===== src/rtl/pi_ctrl_top.sv =====
// pi_ctrl_top: closed-loop PI controller driving an internal first-order plant.
//
// The controller error is ref_i minus the plant output. The PI law adds a
// proportional term to a clamped integrator and clamps the sum, which gives u.
// The plant y low-pass filters u with time constant 2^PLANT_SHIFT cycles.
// All arithmetic saturates, so no ref_i value can wrap any stage.
//
// Ports:
//   clk    in   1          sole clock, rising edge
//   rst_n  in   1          asynchronous active-low reset
//   ref_i  in   32 signed  setpoint, sampled every cycle
//   err_o  out  32 signed  registered error  (ref_i - y)
//   u_o    out  32 signed  registered controller output
//   y_o    out  32 signed  registered plant output (feedback)
//   sat_o  out  1          u_o of this cycle was clamped
module pi_ctrl_top #(
  parameter int KP_Q8       = 128,
  parameter int KI_Q8       = 4,
  parameter int OUT_MAX     = 100000,
  parameter int PLANT_SHIFT = 3
) (
  input  logic               clk,
  input  logic               rst_n,
  input  logic signed [31:0] ref_i,
  output logic signed [31:0] err_o,
  output logic signed [31:0] u_o,
  output logic signed [31:0] y_o,
  output logic               sat_o
);

  localparam logic signed [47:0] KP_S  = 48'(KP_Q8);
  localparam logic signed [47:0] KI_S  = 48'(KI_Q8);
  localparam logic signed [47:0] U_MAX = 48'(OUT_MAX);
  localparam logic signed [47:0] U_MIN = -48'(OUT_MAX);
  localparam logic signed [48:0] I_MAX = 49'(OUT_MAX) * 49'sd256;
  localparam logic signed [48:0] I_MIN = -(49'(OUT_MAX) * 49'sd256);

  logic signed [31:0] err_q, u_q, y_q;
  logic signed [47:0] integ_q;
  logic               sat_q;

  logic signed [31:0] err_next, u_next, y_next;
  logic signed [47:0] integ_next;
  logic               sat_next;

  logic signed [32:0] e_diff;
  logic signed [47:0] err_ext, ki_term, kp_term, pi_sum, pi_shift;
  logic signed [48:0] integ_sum;
  logic signed [32:0] p_diff, p_step, y_sum;
  logic               unused_bits;

  always_comb begin
    // Error: the 33-bit difference overflows 32 bits exactly when its two
    // top bits disagree; the sign bit then picks the rail.
    e_diff   = {ref_i[31], ref_i} - {y_q[31], y_q};
    err_next = e_diff[31:0];
    if (e_diff[32] != e_diff[31])
      err_next = e_diff[32] ? 32'sh8000_0000 : 32'sh7FFF_FFFF;

    err_ext = {{16{err_q[31]}}, err_q};

    // Integrator (Q8): the clamp is the only anti-windup.
    ki_term    = KI_S * err_ext;
    integ_sum  = {integ_q[47], integ_q} + {ki_term[47], ki_term};
    integ_next = integ_sum[47:0];
    if (integ_sum > I_MAX)      integ_next = I_MAX[47:0];
    else if (integ_sum < I_MIN) integ_next = I_MIN[47:0];

    // Output uses the integrator value from before this edge's update.
    kp_term  = KP_S * err_ext;
    pi_sum   = kp_term + integ_q;
    pi_shift = pi_sum >>> 8;
    u_next   = pi_shift[31:0];
    sat_next = 1'b0;
    if (pi_shift > U_MAX) begin
      u_next   = U_MAX[31:0];
      sat_next = 1'b1;
    end else if (pi_shift < U_MIN) begin
      u_next   = U_MIN[31:0];
      sat_next = 1'b1;
    end

    // Plant: y moves toward u, so it stays within the u rails and fits 32 bits.
    p_diff = {u_q[31], u_q} - {y_q[31], y_q};
    p_step = p_diff >>> PLANT_SHIFT;
    y_sum  = {y_q[31], y_q} + p_step;
    y_next = y_sum[31:0];

    unused_bits = ^{pi_shift[47:32], y_sum[32]};
  end

  always_ff @(posedge clk or negedge rst_n) begin
    if (!rst_n) begin
      err_q   <= '0;
      integ_q <= '0;
      u_q     <= '0;
      y_q     <= '0;
      sat_q   <= 1'b0;
    end else begin
      err_q   <= err_next;
      integ_q <= integ_next;
      u_q     <= u_next;
      y_q     <= y_next;
      sat_q   <= sat_next;
    end
  end

  assign err_o = err_q;
  assign u_o   = u_q;
  assign y_o   = y_q;
  assign sat_o = sat_q;

endmodule


===== config.mk =====
export PLATFORM = sky130hd
export DESIGN_NAME = pi_ctrl_top
export DESIGN_NICKNAME = d
export VERILOG_FILES = /design/src/rtl/pi_ctrl_top.sv
export SDC_FILE = /design/constraint.sdc
export NUM_CORES = 1
export LEC_CHECK = 0
export CORE_MARGIN = 1
export CORE_UTILIZATION = 30
export CTS_BUF_LIST = sky130_fd_sc_hd__clkbuf_8
export CTS_CLUSTER_DIAMETER = 50
export DETAILED_ROUTE_END_ITERATION = 8
export PLACE_DENSITY = 0.49
export SYNTH_ARGS = -nofsm -noshare
export SYNTH_HDL_FRONTEND = slang
export SYNTH_SLANG_ARGS = --single-unit

===== constraint.sdc =====
create_clock -name clk -period 4.5 [get_ports clk]
set_clock_uncertainty 0.2 [all_clocks]
set_input_delay 0.9 -clock clk [delete_from_list [all_inputs] [get_ports clk]]
set_output_delay 0.9 -clock clk [all_outputs]
set_load 0.02 [all_outputs]

* Yosys cells after proc, flatten, opt, wreduce, memory -nomap -nowiden
Cells that the tools add are included.
** Word-level totals
- Output and inout bits :: 97
- Input port bits :: 34
- Register bits after elaboration :: 145
** Cells by class
- Multiplexer cells :: 8
- Equality and inequality tests :: 1
- $add $sub $neg :: 5
- Order comparisons :: 4
** Operator list (number)
- two-way mux 32 bit :: 4
- two-way mux 48 bit :: 2
- subtractor 32 x 32 -> 33 bit :: 2
- adder 48 x 34 -> 49 bit :: 1
- > comparator 49 x 26 -> 1 bit, second input constant :: 1
- less-than comparator 49 x 26 -> 1 bit, second input constant :: 1
- adder 39 x 48 -> 48 bit :: 1
- > comparator 40 x 18 -> 1 bit, second input constant :: 1
- less-than comparator 40 x 18 -> 1 bit, second input constant :: 1
- adder 32 x 30 -> 32 bit :: 1
- two-way mux 1 bit :: 2
- inequality test 1 bit :: 1

* Depth between registers and ports, before layout
Gate-level depths: netlist (run 1).
- Depth in word-level cells :: 4
- Mapped depth :: 25
- Gate-level depth less buffers :: 25

* Worst setup path after synthesis (run 1)
No wires, ideal clock.
- Kind :: flip-flop to flip-flop
- From :: reg y_q[1] (netlist: y_o[1])
- To :: reg y_q[30] (netlist: y_o[30])
- Period minus slack after synthesis :: 5078 ps
- Arrival :: 4753 ps
- Required time :: 4175 ps
- Path buffers :: 0
- Library setup time :: 125 ps
- Path slack :: -578 ps
- Cell stages (with the launch flop) :: 24
- Cells stage by stage :: dfrtp_1 -> inv_1 -> ha_1 -> nand2_1 -> o21ai_0 -> a31oi_1 -> o31ai_1 -> a21oi_1 -> nor2b_1 -> o21a_1 -> o21a_1 -> o21a_1 -> nor2_1 -> ha_1 -> and3_1 -> nand3_1 -> a21o_1 -> a41oi_1 -> o21ai_0 -> o311ai_0 -> o211ai_1 -> o21ai_0 -> o221ai_1 -> xnor2_1
** On the way
- Cells in the longest elaborated chain, start to end :: 2
** RTL lines
- from (decl) :: RTL line 38 : logic signed [31:0] err_q, u_q, y_q;
- from (signal assigned) :: RTL line 103 : y_q <= y_next;
- subtractor 32 x 32 -> 33 bit :: RTL line 84 : p_diff = {u_q[31], u_q} - {y_q[31], y_q};
- adder 32 x 30 -> 32 bit (*) :: RTL line 86 : y_sum = {y_q[31], y_q} + p_step;
- named net y_sum[30] :: RTL line 49 : logic signed [32:0] p_diff, p_step, y_sum;
The timed path passes the listed nets; every way through them passes the cells marked *.

* Worst setup path after layout (run 1)
- From :: reg y_q[2] (netlist: y_o[2])
- To :: reg y_q[29] (netlist: y_o[29])
The elaborated chain is that of the path after synthesis.

==> results of run 1 <==
==> final cells by class <==
type,instances,area share
antenna,1,0.0001073
clock buffer,19,0.01121
clock inverter,13,0.007456
inverter,122,0.01963
multi-input combinational,1554,0.5263
sequential,143,0.1543
tap,672,0.03605
timing repair buffer,704,0.2450
==> flip-flops by register name, summed over array words and instances (netlist names) <==
register and count:
u_o 32, sat_o 1, err_o 32, y_o 32
integ_q 46
==> repair_timing <==
item / CTS / global route
endpoints found under the setup margin: 67 / 87
pin swaps: 61 / 86
cloned: 3 / 2
buffers inserted: 22 / 29
resized for setup: 133 / 164
==> Yosys cell counts, types with 10 or more instances <==
master     number
maj3_1         10
and3_1         26
clkbuf_1       52
inv_1         121
nor4_1         15
a311oi_1       12
a31oi_1        18
a21o_1         95
dfrtp_1       143
xnor2_1        76
nor2_1        147
nand4_1        29
xor2_1         45
a221oi_1       10
o211ai_1       17
or3_1          18
o21ai_0       104
ha_1          170
a21oi_1       156
o31ai_1        12
and2_1         25
nor3_1         62
nand2b_1       22
a211oi_1       26
and4_1         11
nand2_1       113
or4_1          10
o21a_1         38
or2_2          14
a2111oi_0      10
o21bai_1       26
nor2b_1        19
nand3_1        56
==> layout by cell type (no fill, tap or decap), types with 44 or more instances in the layout <==
cell type / instances
buf_4: 556
ha_1: 143
nor2_1: 140
clkdlybuf4s50_1: 129
dfrtp_1: 127
a21oi_1: 126
inv_1: 116
nand2_1: 111
a21o_1: 95
o21ai_0: 79
xnor2_1: 68
nand3_1: 51
nor3_1: 51
xor2_1: 44
==> worst max-delay path by stage <==
stage,from,to,cells after the start
3_3_place_gp,ref_i[0],err_o[7],16
3_5_place_dp,ref_i[0],err_o[10],15
4_1_cts,y_o[2],y_o[31],26
5_1_grt,y_o[2],y_o[29],26
2_1_floorplan,y_o[1],y_o[30],23
6_report,y_o[2],y_o[29],26
==> routing by layer <==
layer  vias up  GRT usage
li1       8351          -
met1      8100     0.3108
met5         -          0
met3        65    0.02207
met4         0    0.05845
met2       364     0.3907
==> kinds of logic after synthesis <==
logic type	count (synthesis)
buffers and inverters	192
xor gates and xnor gates	121
muxes	7
and+or+nand+nor	598
DFF	143
AOI/OAI and AO/OA	641
adders and majority gates	184
==> critical path, delay by kind of cell, from the launching register on <==
kind	cells	cell delay, ns
compound gates	17	2.67
xor+xnor	2	0.24
fa+ha+maj	2	0.40
buf+inv	2	0.27
flops	1	0.42
simple gates	3	0.29
==> through the flow <==
stage	area [sq um]	util	hold WS [ns]	setup slack (ns)	TNS [ns]
floorplan	15240	-	0.3934	-0.01659	-0.01659
global placement	21080	0.4210	0.3997	-0.5710	-27.66
detailed placement	21080	0.4210	0.4090	-0.6362	-31.50
CTS	22330	0.4460	0.3124	-0.2007	-1.000
global route	23330	0.4659	0.3538	-0.3776	-5.870
finish	23330	0.4659	0.2785	-0.1147	-0.9274
==> flow_metrics.tcl, run 1 <==
set metrics [dict create \
    run_status "finished, violations left" \
    violations "setup timing" \
    seq_area_frac_synth 0.2355 \
    grt_max_degree 97 \
    clock_latency_ns 0.50 \
    syn_area_sq_um 15190 \
    cts_root_buf "clkbuf_8" \
    drt-total-wl_mm 59.99 \
    synth_top_area_frac 0.2355 \
    antenna_found_initial 1 \
    avgSynthCellArea_sq_um 8.056 \
    port_buffers 130 \
    fin_ws_ns -0.1147 \
    post-place-cells 3144 \
    cts_tree "built" \
    drive_gt1_frac 0.3417 \
    post-route-min-period_ns 4.615 \
    top_layer "met4" \
    h-tree-depth 4 \
    synth_ff_type "dfrtp_1" \
    start_kind "flop" \
    rsz0062_at_grt "true" \
    firstDrtPassIters 5 \
    std_cell_rows 82 \
    worst_path_max_delay_cell "dfrtp_2" \
    fillers 4961 \
    finalHoldViolations 0 \
    fmax_ghz 0.2167 \
    ant_nets 0 \
    rrSetupSlack_ns -0.11 \
    postCtsHoldBufs 0 \
    tightestPinTransition_ns 0.9634 \
    hold_class "primary input to asynchronous set/reset pin" \
    r2r_start "y_o[2]" \
    synth_fp_nets 2094 \
    wl_met3_mm 2.025 \
    final-seq-area_sq_um 3598 \
    path_max_fanout 3 \
    met1_length_mm 27.89 \
    crit_required_ns 4.71 \
    synth-simple-area-share 0.2012 \
    drv_slew 0 \
    io_pins 131 \
    synthArstFlopShare 1.000 \
    fin_nets 2750 \
    area_growth_pct 53.53 \
    clk_path_buf_depth 2 \
    core_sq_um 50070 \
    reg2reg_depth 26 \
    synth_warnings 0 \
    grt.overflow.total 0 \
    stdcell_count 3228 \
    wl_per_cell_microns 18.58 \
    multi_input_area_sq_um 12280 \
    synth_compound_area_frac 0.2872 \
    die_area_sq_um 51550 \
    synth_edf_count 0 \
    place.gp.congestion 0.9298 \
    grt_pass1_wl_mm 91.92 \
    dieHeight_microns 227.0 \
    grt.total_usage 0.2299 \
    dr_wl_met2_mm 28.73 \
    synthCells 1886 \
    max_stage_delay_ns 0.42 \
    period_share 1.025 \
    worstPathArrival_ns 4.82 \
    synth.area.top_cells "dfrtp_1 24%, ha_1 14%, a21oi_1 5.1%" \
    dr.first_iter.drc_count 990 \
    cts_buffers 17 \
    drc 0 \
    drv_cap 0 \
    crit_top_cell "o21a_1" \
    synth_top_area_cell "dfrtp_1" \
    yosys_register_bits 143 \
    synth_xor_xnor_area_share 0.06975 \
    dieWidth_microns 227.0 \
    relSlewSlack 0.3577 \
    clkTransAtPathRegs_ns 0.10 \
    synth_top_family_by_area "compound AO/OA/AOI/OAI gates" \
    muxShareOfSynthArea 0.004776 \
    cts.sinks 143 \
    endpoint_kind "flop" \
    via_per_inst 5.229 \
    setup_violations 19 \
    start_util 0.3035 \
    synthDistinctLibCells 94 \
    grt_pass1_vias 16850 \
    routed-via-count 16880 \
    synthAdderAreaFrac 0.1519 \
    critical_path_class "flop to flop" \
    dp_hpwl_mm 47.80 \
    worst_r2r_endpoint "y_o[29]" \
]
Power of run 1 is not shown: default switching activity piles up to over one toggle a cycle in this logic, so the estimate is an artifact.
==> run 2, diff against run 1 <==
GPL_TIMING_DRIVEN = 0   (was default)
==> run 2 against run 1 <==
Compared with the run above: the flow still finishes with violations (setup timing); highest routed layer unchanged; non-clock buffer count decreased by 399; count of clock-buffer cells in the layout decreased by 2; routed wire length decreased by 5.8%; register-to-register slack got worse by 0.05 ns; flip-flop and latch count unchanged; cell area decreased by 11%; critical path type unchanged; die area unchanged.
==> flow_metrics.tcl, run 2 (synthesis results as in run 1) <==
set metrics [dict create \
    cts.sinks 143 \
    path_max_fanout 10 \
    post-route-min-period_ns 4.665 \
    worstPathCellList "ha_1, buf_4, a21o_1, a2111oi_2, a21oi_1, a41o_2, a2111oi_2, o22ai_1, nor3_1, nand2_1, or4_4, or4_4, buf_8, a211oi_2" \
    fin_ws_ns -0.1652 \
    cts_buffers 17 \
    drive_gt1_frac 0.2383 \
    mostFrequentLayoutCell "nor2_1" \
    fmax_ghz 0.2144 \
    period_share 1.037 \
    ant_nets 0 \
    final_util 0.4151 \
    fin_nets 2348 \
    clock_latency_ns 0.52 \
    crit_buf_inv 2 \
    finalHoldViolations 0 \
    setup_violations 20 \
    run_status "finished, violations left" \
    die_area_sq_um 51550 \
    drc 0 \
    postCtsHoldBufs 0 \
    gr-usage-met1 0.2837 \
    dp_hpwl_mm 43.35 \
    max_stage_delay_ns 0.62 \
    relSlewSlack 0.4786 \
    area_growth_pct 36.79 \
    dr.first_iter.drc_count 1040 \
    final_area_sq_um 20780 \
    cts_tree "built" \
    std_cell_rows 82 \
    firstDrtPassIters 5 \
    drt-total-wl_mm 56.52 \
    start_kind "flop" \
    worstPathArrival_ns 4.90 \
    endpoint_kind "flop" \
    critPathTopFamily "compound AO/OA/AOI/OAI gates" \
    dieWidth_microns 227.0 \
    crit_required_ns 4.73 \
    violations "setup timing" \
    setup_tns_ns -1.266 \
    worst_path_max_delay_cell "or4_4" \
    cts_root_buf "clkbuf_8" \
    h-tree-depth 4 \
    globalRouteMet3Util 0.03252 \
    routed-via-count 15430 \
    placed_area_sq_um 17420 \
    via_per_inst 5.456 \
    stdcell_count 2828 \
    drv_cap 0 \
    grt.overflow.total 0 \
    tightestPinTransition_ns 0.7624 \
    io_pins 131 \
    hold_class "primary input to asynchronous set/reset pin" \
    critical_path_class "flop to flop" \
    clk_path_buf_depth 2 \
    port_buffers 130 \
    final_cell_mix "140 x nor2_1, 129 x clkdlybuf4s50_1, 121 x ha_1" \
    grt.total_usage 0.2155 \
    grt_pass1_wl_mm 85.29 \
    regMostFlops "integ_q" \
    rsz0062_at_grt "true" \
    place.gp.congestion 0.9063 \
    post-place-cells 2689 \
    clkTransAtPathRegs_ns 0.10 \
    use_met2 0.3574 \
    dieHeight_microns 227.0 \
    drv_slew 0 \
    core_sq_um 50070 \
    grt_pass1_vias 15140 \
    wl_per_cell_microns 19.99 \
    grt_max_degree 78 \
    start_util 0.3035 \
    grt.busiest_layer "met2" \
    antenna_found_initial 2 \
    largest_reg_flops 46 \
]
-- run 2: worst paths after layout --
kind	startpoint	to	slack (ns)	cells past startpoint
hold / removal	rst_n	y_o[4]	0.22	1
setup / recovery	err_o[30]	integ_q[11]	-0.17	14
min in group clk	y_o[0]	y_o[0]	0.40	1
hold reg to reg	y_o[0]	y_o[0]	0.40	1
max in group asynchronous	rst_n	err_o[31]	3.03	2
setup reg to reg	err_o[30]	integ_q[11]	-0.17	14
-- run 2: worst reg2reg max path, delay by kind of cell (launching register included) --
| family | cells | cell delay, ns |
|---|---|---|
| compound gates | 7 | 1.83 |
| simple gates | 4 | 1.41 |
| flops | 1 | 0.47 |
| buf+inv | 2 | 0.36 |
| fa+ha+maj | 1 | 0.31 |
-- run 2: repair_timing --
item	in CTS	in global routing
cloned	2	1
resized for setup	211	237
buffers inserted	63	63
pin swaps	72	90
setup endpoints to repair	125	98
-- run 2: area by class of cell --
cell class                 instances  area [sq um]
fill                            5081         29290
clock buffer                      17         234.0
sequential                       143          3617
inverter                         122         460.4
buffer                            47         292.8
timing repair buffer             258          2384
tap                              672         840.8
multi-input combinational       1551         12780
antenna                            3         7.507
clock inverter                    15         170.2
-- run 2: stage by stage --
step	setup WS [ns]	hold WS [ns]
final	-0.1652	0.2240
after global routing	-0.2830	0.2691
after CTS	-0.1719	0.2337
after detailed placement	-1.462	0.3835
after global placement	-4.481	0.3840
after floorplan	-0.01659	0.3934
-- run 2: per-layer routing --
layer  share of wire  up-vias
met5               0        -
met2            0.48      357
met1            0.46     7462
li1                -     7540
met4           0.027        0
met3           0.042       70
Power of run 2 is left out for the same reason.
